<file path="config.mk">
export PLATFORM = sky130hd
export DESIGN_NAME = mem_arbiter_flat
export DESIGN_NICKNAME = d
export VERILOG_FILES = /design/src/rtl/mem_arbiter_if.sv /design/src/rtl/mem_arbiter.sv /design/src/flat_wrapper.sv
export SDC_FILE = /design/constraint.sdc
export NUM_CORES = 1
export LEC_CHECK = 0
export BUFFER_PORTS_ARGS = -buffer_cell sky130_fd_sc_hd__buf_2
export CAP_MARGIN = 10
export CORE_AREA = 2 2 114 116
export CTS_CLUSTER_DIAMETER = 80
export DETAILED_ROUTE_END_ITERATION = 6
export DIE_AREA = 0 0 116 118
export GPL_TIMING_DRIVEN = 0
export HOLD_SLACK_MARGIN = 0.12
export MAX_ROUTING_LAYER = met4
export SKIP_LAST_GASP = 1
export SYNTH_ARGS = -nofsm -noshare
export SYNTH_HDL_FRONTEND = slang
export SYNTH_SLANG_ARGS = --single-unit
</file>
<file path="constraint.sdc">
create_clock -name clk -period 2.3 [get_ports clk]
set_clock_uncertainty 0.2 [all_clocks]
set_input_delay 0.345 -clock clk [delete_from_list [all_inputs] [get_ports clk]]
set_output_delay 0.345 -clock clk [all_outputs]
set_load 0.005 [all_outputs]
</file>
<file path="src/rtl/mem_arbiter_if.sv">
// rtl/mem_arbiter_if.sv - cache2mem port bundle between mem_arbiter and the AXI master wrapper
//
// Purpose: groups the single shared memory port that the arbiter drives
// towards the AXI master wrapper.
// Signals:
//   mem_req       arbiter -> master  request (m_req)
//   mem_write     arbiter -> master  1 = write, 0 = read (m_write)
//   mem_addr      arbiter -> master  byte address (m_addr)
//   mem_in        arbiter -> master  write data (m_in)
//   mem_type      arbiter -> master  store type (m_type)
//   mem_blk_size  arbiter -> master  read burst length - 1 (m_blk_size)
//   mem_out       master -> arbiter  read data (m_out)
//   mem_wait      master -> arbiter  one pulse per read beat or B response (m_wait)
// Modports: master = arbiter side, slave = AXI master wrapper side.

interface mem_arbiter_if;
  logic        mem_req;
  logic        mem_write;
  logic [31:0] mem_addr;
  logic [31:0] mem_in;
  logic [2:0]  mem_type;
  logic [3:0]  mem_blk_size;
  logic [31:0] mem_out;
  logic        mem_wait;

  modport master (
    output mem_req, mem_write, mem_addr, mem_in, mem_type, mem_blk_size,
    input  mem_out, mem_wait
  );

  modport slave (
    input  mem_req, mem_write, mem_addr, mem_in, mem_type, mem_blk_size,
    output mem_out, mem_wait
  );
endinterface

</file>
<file path="src/rtl/mem_arbiter.sv">
// rtl/mem_arbiter.sv - two-requester arbiter sharing one cache2mem port (D-cache 0, I-cache 1)
//
// Purpose: grants the memory port to one requester at a time and holds the
// grant for the whole transaction, counting mem_wait beats so it releases
// only after the last read beat or the write response.
// Optional feature: define MEM_ARB_RR_EN for round-robin arbitration; without
// it requester 0 has fixed priority and no pointer register exists.
// Ports:
//   clk, rstn                      clock, asynchronous active-low reset
//   req_i[1:0], write_i[1:0]       per-requester request and direction
//   addr0_i/addr1_i                byte address
//   wdata0_i/wdata1_i              write data
//   type0_i/type1_i                store type
//   blk0_i/blk1_i                  read burst length - 1
//   rdata_o                        read data, broadcast to both requesters
//   wait_o[1:0]                    beat/response strobe to the granted requester
//   grant_o[1:0]                   one-hot owner, 00 when idle
//   mem                            downstream port (mem_arbiter_if.master)

module mem_arbiter (
  input  logic                 clk,
  input  logic                 rstn,
  input  logic [1:0]           req_i,
  input  logic [1:0]           write_i,
  input  logic [31:0]          addr0_i,
  input  logic [31:0]          addr1_i,
  input  logic [31:0]          wdata0_i,
  input  logic [31:0]          wdata1_i,
  input  logic [2:0]           type0_i,
  input  logic [2:0]           type1_i,
  input  logic [3:0]           blk0_i,
  input  logic [3:0]           blk1_i,
  output logic [31:0]          rdata_o,
  output logic [1:0]           wait_o,
  output logic [1:0]           grant_o,
  mem_arbiter_if.master        mem
);

  typedef enum logic {
    S_IDLE = 1'b0,
    S_BUSY = 1'b1
  } state_t;

  state_t     state;
  logic       gnt;     // current owner index, valid in S_BUSY
  logic [3:0] cnt;     // beats still expected after the current one
  logic       winner;
  logic       busy;
  logic       last_beat;

`ifdef MEM_ARB_RR_EN
  logic ptr;           // requester that wins a tie next time

  always_comb begin
    winner = req_i[0] ? (req_i[1] & ptr) : 1'b1;
  end
`else
  always_comb begin
    winner = ~req_i[0];
  end
`endif

  always_ff @(posedge clk or negedge rstn) begin
    if (!rstn) begin
      state   <= S_IDLE;
      gnt     <= 1'b0;
      cnt     <= 4'd0;
      grant_o <= 2'b00;
`ifdef MEM_ARB_RR_EN
      ptr     <= 1'b0;
`endif
    end else begin
      case (state)
        S_IDLE: begin
          if (|req_i) begin
            state   <= S_BUSY;
            gnt     <= winner;
            // A write completes on its single B response.
            cnt     <= write_i[winner] ? 4'd0 : (winner ? blk1_i : blk0_i);
            grant_o <= winner ? 2'b10 : 2'b01;
          end
        end
        S_BUSY: begin
          if (mem.mem_wait) begin
            if (cnt != 4'd0) begin
              cnt <= cnt - 4'd1;
            end else begin
              state   <= S_IDLE;
              grant_o <= 2'b00;
`ifdef MEM_ARB_RR_EN
              ptr     <= ~gnt;
`endif
            end
          end
        end
        default: state <= S_IDLE;
      endcase
    end
  end

  assign busy      = (state == S_BUSY);
  assign last_beat = mem.mem_wait && (cnt == 4'd0);
  assign rdata_o   = mem.mem_out;

  always_comb begin
    mem.mem_req      = 1'b0;
    mem.mem_write    = 1'b0;
    mem.mem_addr     = 32'd0;
    mem.mem_in       = 32'd0;
    mem.mem_type     = 3'd0;
    mem.mem_blk_size = 4'd0;
    wait_o           = 2'b00;
    if (busy) begin
      // Masking the request on the final beat keeps the master's last-beat
      // lookahead from seeing a still-pending request and re-issuing it.
      mem.mem_req      = req_i[gnt] & ~last_beat;
      mem.mem_write    = write_i[gnt];
      mem.mem_addr     = gnt ? addr1_i  : addr0_i;
      mem.mem_in       = gnt ? wdata1_i : wdata0_i;
      mem.mem_type     = gnt ? type1_i  : type0_i;
      mem.mem_blk_size = gnt ? blk1_i   : blk0_i;
      wait_o[gnt]      = mem.mem_wait;
    end
  end

endmodule

</file>
<file path="src/flat_wrapper.sv">
// flat-port wrapper written by rule: the top's interface ports become plain ports
module mem_arbiter_flat 
  (clk, rstn, req_i, write_i, addr0_i, addr1_i, wdata0_i, wdata1_i, type0_i, type1_i, blk0_i, blk1_i, rdata_o, wait_o, grant_o, mem_mem_req, mem_mem_write, mem_mem_addr, mem_mem_in, mem_mem_type, mem_mem_blk_size, mem_mem_out, mem_mem_wait);
  mem_arbiter_if mem_i ();
  input  logic clk;
  input  logic rstn;
  input  logic [1:0] req_i;
  input  logic [1:0] write_i;
  input  logic [31:0] addr0_i;
  input  logic [31:0] addr1_i;
  input  logic [31:0] wdata0_i;
  input  logic [31:0] wdata1_i;
  input  logic [2:0] type0_i;
  input  logic [2:0] type1_i;
  input  logic [3:0] blk0_i;
  input  logic [3:0] blk1_i;
  output logic [31:0] rdata_o;
  output logic [1:0] wait_o;
  output logic [1:0] grant_o;
  output wire logic [$bits(mem_i.mem_req)-1:0] mem_mem_req;
  output wire logic [$bits(mem_i.mem_write)-1:0] mem_mem_write;
  output wire logic [$bits(mem_i.mem_addr)-1:0] mem_mem_addr;
  output wire logic [$bits(mem_i.mem_in)-1:0] mem_mem_in;
  output wire logic [$bits(mem_i.mem_type)-1:0] mem_mem_type;
  output wire logic [$bits(mem_i.mem_blk_size)-1:0] mem_mem_blk_size;
  input wire logic [$bits(mem_i.mem_out)-1:0] mem_mem_out;
  input wire logic [$bits(mem_i.mem_wait)-1:0] mem_mem_wait;
  assign mem_mem_req = mem_i.mem_req;
  assign mem_mem_write = mem_i.mem_write;
  assign mem_mem_addr = mem_i.mem_addr;
  assign mem_mem_in = mem_i.mem_in;
  assign mem_mem_type = mem_i.mem_type;
  assign mem_mem_blk_size = mem_i.mem_blk_size;
  assign mem_i.mem_out = mem_mem_out;
  assign mem_i.mem_wait = mem_mem_wait;
  mem_arbiter u_core (.clk(clk), .rstn(rstn), .req_i(req_i), .write_i(write_i), .addr0_i(addr0_i), .addr1_i(addr1_i), .wdata0_i(wdata0_i), .wdata1_i(wdata1_i), .type0_i(type0_i), .type1_i(type1_i), .blk0_i(blk0_i), .blk1_i(blk1_i), .rdata_o(rdata_o), .wait_o(wait_o), .grant_o(grant_o), .mem(mem_i));
endmodule
</file>
Yosys cells after proc, flatten, opt, wreduce, memory -nomap -nowiden
Index checks and enable logic that the tools add are counted.

word-level totals
  bits in registers = 8
  output and inout port bits = 109
  word-level logic and storage cells = 59

cells by class
  add/sub/neg operators = 1
  order comparisons = 3
  equality and inequality tests = 4
  muxes and demuxes = 34
  bitwise logic cells = 5
  reductions and logical operators = 8

operators by type and width
  operator                                                                       number
  32-bit two-way mux                                                             4
  4-bit two-way mux                                                              7
  1-bit two-way mux                                                              12
  2-bit two-way mux                                                              5
  4-bit one-hot mux with 2 select lines                                          1
  3-bit two-way mux                                                              2
  2-bit != test (second input constant)                                          3
  3-bit AND reduction                                                            2
  4-bit logical NOT                                                              1
  1-bit by 2-bit less-than comparator with 1-bit output (second input constant)  2
  2-bit one-hot mux with 2 select lines                                          1
  4-bit nonzero test                                                             1
  4-bit by 1-bit subtractor with 4-bit output (second input constant)            1
  1-bit inverter                                                                 3
  2-bit AND                                                                      1
  1-bit logical AND                                                              2
  2-bit by 1-bit != test with 1-bit output (second input constant)               1
  1-bit one-hot mux with 2 select lines                                          1
  2-bit AND reduction                                                            1
  2-bit OR reduction                                                             1
  1-bit AND                                                                      1
  1-bit demux with 1-bit select                                                  1
  1-bit greater-or-equal comparator (second input constant)                      1

Longest topological paths before layout
  depth after elaboration = 6
  mapped depth = 6
  depth with buffers taken out = 6

Worst setup path after synthesis
OpenSTA, ideal clock, no wires.

  path kind = reg2out
  from = register u_core.state (netlist: u_core.busy)
  to = output port mem_mem_in[10]
  arrival = 1.245 ns
  data required time = 1.755 ns
  slack = 0.510 ns
  cell stages (with the launch flop) = 6
  cells stage by stage = dfrtp_1 > clkbuf_1 > inv_2 > clkbuf_1 > buf_1 > nor2_1

between the ends
  cells in the longest elaborated chain, start to end = 1

ends and longest elaborated chain
  item                    line                text
  start, declared         mem_arbiter.sv:44   state_t state;
  start signal, assigned  mem_arbiter.sv:65   state <= S_IDLE;
  start signal, assigned  mem_arbiter.sv:76   state <= S_BUSY;
  start signal, assigned  mem_arbiter.sv:88   state <= S_IDLE;
  32-bit two-way mux      mem_arbiter.sv:113  if (busy) begin
  end, declared           flat_wrapper.sv:23  output wire logic [$bits(mem_i.mem_in)-1:0] mem_mem_in;

No other way between the ends.

Worst setup path after layout
  from = register u_core.cnt[0]
  to = output port mem_mem_req

between the ends
  cells in the longest elaborated chain, start to end = 5

ends and longest elaborated chain
  item                    line                text
  start, declared         mem_arbiter.sv:46   logic [3:0] cnt;
  start signal, assigned  mem_arbiter.sv:79   cnt <= write_i[winner] ? 4'd0 : (winner ? blk1_i : blk0_i);
  start signal, assigned  mem_arbiter.sv:86   cnt <= cnt - 4'd1;
  4-bit logical NOT       mem_arbiter.sv:102  assign last_beat = mem.mem_wait && (cnt == 4'd0);
  1-bit logical AND       mem_arbiter.sv:102
  1-bit inverter          mem_arbiter.sv:116  mem.mem_req = req_i[gnt] & ~last_beat;
  1-bit AND               mem_arbiter.sv:116
  1-bit two-way mux       mem_arbiter.sv:113
  end, declared           flat_wrapper.sv:20  output wire logic [$bits(mem_i.mem_req)-1:0] mem_mem_req;

No other way between the ends.

==> results.md <==
* Worst R2R Start: u_core.cnt[0]$_DFFE_PN0P_
* Drt total wl at 8.72 mm
* Area share of the largest cell type after synthesis at 38.5%
* FFs w/ async S/R, synth at 100%
* Die Span Y at 118 µm
* Vias per inst at 3.96
* Combinational group share of total power at 81.2%
* Setup crit end kind: output port
* Top post-synthesis cells by count: 76 x nor2_1, 73 x mux2i_1, 32 x buf_4, 11 x clkbuf_1, 8 x dfrtp_1
* Adder-Cell Fraction of Synth Area at 0.660%
* Most used flip-flop cell after synthesis: dfrtp_1
* Placement Rows at 41
* Max Fanout on Critical Path at 6
* Die width at 116 µm
* Simple-gate area share of the yosys netlist at 22.2%
* Psw at 1450 µW
* Total Power at 3140 µW
* Multi-input logic area at 1350 µm²
* Reg2reg path depth at 6
* DR WL/cell at 12.5 µm
* Slew headroom at 65.6%
* Die ar. at 13700 µm²
* MaxCap Viol Count at 0
* DRC at 0
* CP Depth at 5
* CTS sink cnt at 8
* Slowest CP cell: dfrtp_1
* Max incr delay on CP at 0.42 ns
* CP Launch Type: register
* Fill count at 1424
* EDFF count, synth at 0
* Most frequent cell after synthesis: nor2_1
* Largest net degree at the start of global routing at 11
* HP Class: input pin to register
* First-pass GRT wire length at 12.3 mm
* Final setup fails at 0
* Status: completed
* Post-Route Setup TNS at 0 ns
* Critical path endpoint: mem_mem_req
* Achievable Freq at 465 MHz
* Setup bufs post-CTS at 0
* Pins Over Slew Limit at 0
* Starting Density at 15.3%
* Root Buffer: clkbuf_16
* Sequential share of the synthesized area at 10.6%
* Vias in the first global route at 2486
* XOR/XNOR Fraction of Synth Area at 0%
* GPL Wtd Cong at 0.771
* Clock tree from TritonCTS: yes
* Initial DRC count at 111
* Net count, final at 707
* Remaining global-route overflow at 0
* Worst EP arrival at 1.61 ns
* Mux share of post-synthesis cell area at 38.5%
* Fin. Hold Viols at 0
* Syn nets at 447
* Slew @ Worst Pin at 0.516 ns
* Leak Pwr at 0.00209 µW
* CP Class: register to output port
* Clock Pin Slew Worst Setup and Hold Paths at 0.04 ns
* Syn Area/Cell at 7.16 µm²
* Pint at 1690 µW
* Crit path cell chain: inv_1, ha_1, nor4bb_1, nor3_1, buf_2
* Synth unique cells at 37
* Main combinational cell family by area after synthesis: multiplexers
* Area Growth Syn to Fin at 84.6%
* Hpwl dp at 7.45 mm
* Boundary Pins at 290
* CTS Buf Count at 3
* Register area at 201 µm²
* Detailed-route via count at 2754
* Crit. Startpoint: u_core.cnt[0]$_DFFE_PN0P_
* Sw Share at 46.0%
* Syn Inst Count at 265
* Synth area leaders: mux2i_1 39%, nor2_1 15%, buf_4 13%, dfrtp_1 11%, clkbuf_1 2.2%
* Number of H-tree levels at 1
* Antenna violations before repair at 1
* Area post-placement at 3390 µm²
* Area leader, netlist: mux2i_1
* Placed instance count at 693
* Part of the power in the clock network at 9.4%
* Synthesis-stage register bit count at 8
* Reg2reg end: u_core.cnt[1]$_DFFE_PN0P_
* Worst skew pair latency at 0.23 ns
* Final period util at 93.6%
* Crit-path leading delay family: simple AND/OR/NAND/NOR gates
* Mapped cell area at 1900 µm²
* Reg-to-reg setup timing slack at 0.46 ns
* Pwr dens at 897 nW/µm²
* Register share of total power at 9.4%
* Layout cell share with drive strength beyond 1 at 58.9%
* Core area at 12400 µm²
* Drt pass-1 iters at 6
* Bufs and invs on worst path at 2
* Total Routing Usage GR at 11.4%
* Core Util, Final at 28.2%
* Finished Layout Cells at 696
* Antenna viol nets, final at 0
* Synth Area in Compound Gates at 9.83%
* Tmin final at 2.15 ns
* CP required at 1.75 ns
* Post-route cell area at 3500 µm²
* Clock buffer depth at 2
* IO Port Bufs at 256
* Worst hold path startpoint: blk0_i[1]
* Synth warnings at 0
* VDD IR max at 398 µV
* RSZ-0062 raised after global routing: no
[worst min path at each step]
stage	endpoint	slack [ns]	depth (start not counted)
global placement	u_core.grant_o[0]$_DFFE_PN0P_	-0.003	1
CTS	u_core.cnt[1]$_DFFE_PN0P_	0.26	3
finish	u_core.cnt[1]$_DFFE_PN0P_	0.26	3
floorplan	u_core.busy$_DFF_PN0_	-0.15	0
detailed placement	u_core.grant_o[0]$_DFFE_PN0P_	-0.005	1
global route	u_core.cnt[1]$_DFFE_PN0P_	0.28	3
[area by class of cell]
class,instances,area share (%)
tap,172,6.15
clock buffer,3,2.14
inverter,5,0.536
buffer,51,9.93
antenna,1,0.0715
multi-input combinational,199,38.5
timing repair buffer,257,36.9
sequential,8,5.75
[tightest hold or removal path, cell delays in order]
cell and delay (ns):
buf_2 0.09, a32oi_1 0.08, o21ai_1 0.13
[logic make-up (layout without fill, tap and decap cells)]
logic type               count (synthesis)  after routing
other                                    0              1
AND/OR/NAND/NOR                         98             98
multiplexers                            73             73
buffers and inverters                   58            316
adder cells (fa/ha/maj)                  1              1
AO/OA/AOI/OAI                           27             27
flip-flops                               8              8
[flip-flops by register name (all words and copies together) (netlist names)]
| signal | flops |
|---|---|
| u_core.grant_o | 2 |
| u_core.gnt | 1 |
| u_core.busy | 1 |
| u_core.cnt | 4 |
[cells in the final DEF (no fill, tap or decap), types with 2 or more instances in the layout]
master     count
buf_2        260
nor2b_1        2
a22oi_1        2
mux2i_1       73
dfrtp_1        7
nand2_1        5
nand3b_1       3
a21boi_0       2
o22ai_1        2
inv_1          4
a21oi_1        7
nand2b_1       2
nor3_1         4
o21ai_0        2
nor2_1        76
clkbuf_16      3
clkbuf_1       4
clkbuf_2       4
buf_4         36
o21ai_1        2
[per-stage QoR]
step	setup slack (ns)	hold WS, ns
after floorplan	0.510	-0.151
after global placement	-0.264	-0.00296
after detailed placement	-0.292	-0.00523
after CTS	0.107	0.261
after global routing	0.0225	0.278
final	0.147	0.265
[power by group through the flow]
stage / sequential (µW) / combinational [µW] / clock, µW
2_1_floorplan: 250 / 1550 / 0
3_3_place_gp: 265 / 2560 / 0
3_5_place_dp: 266 / 2570 / 0
4_1_cts: 295 / 2590 / 296
5_1_grt: 315 / 2810 / 309
6_report: 296 / 2550 / 295
[routing by layer]
metal  part of all wire [%]  routed length (µm)  track usage (%)  vias up
met5                      0                   0                -        -
met4                   0.53                  46             2.16        0
met3                    8.0                 695             1.08        4
met2                     49                4300             20.6      165
met1                     42                3680             13.7     1187
li1                       -                   -                -     1398
[repair_timing]
action                                  4_1_cts  5_1_grt
gates cloned                                  0        0
endpoints found under the hold margin         8        0
endpoints found under the setup margin       55        1
resized for setup                            14        1
hold buffers                                  1        0
Power figures use the tool's default switching activity.
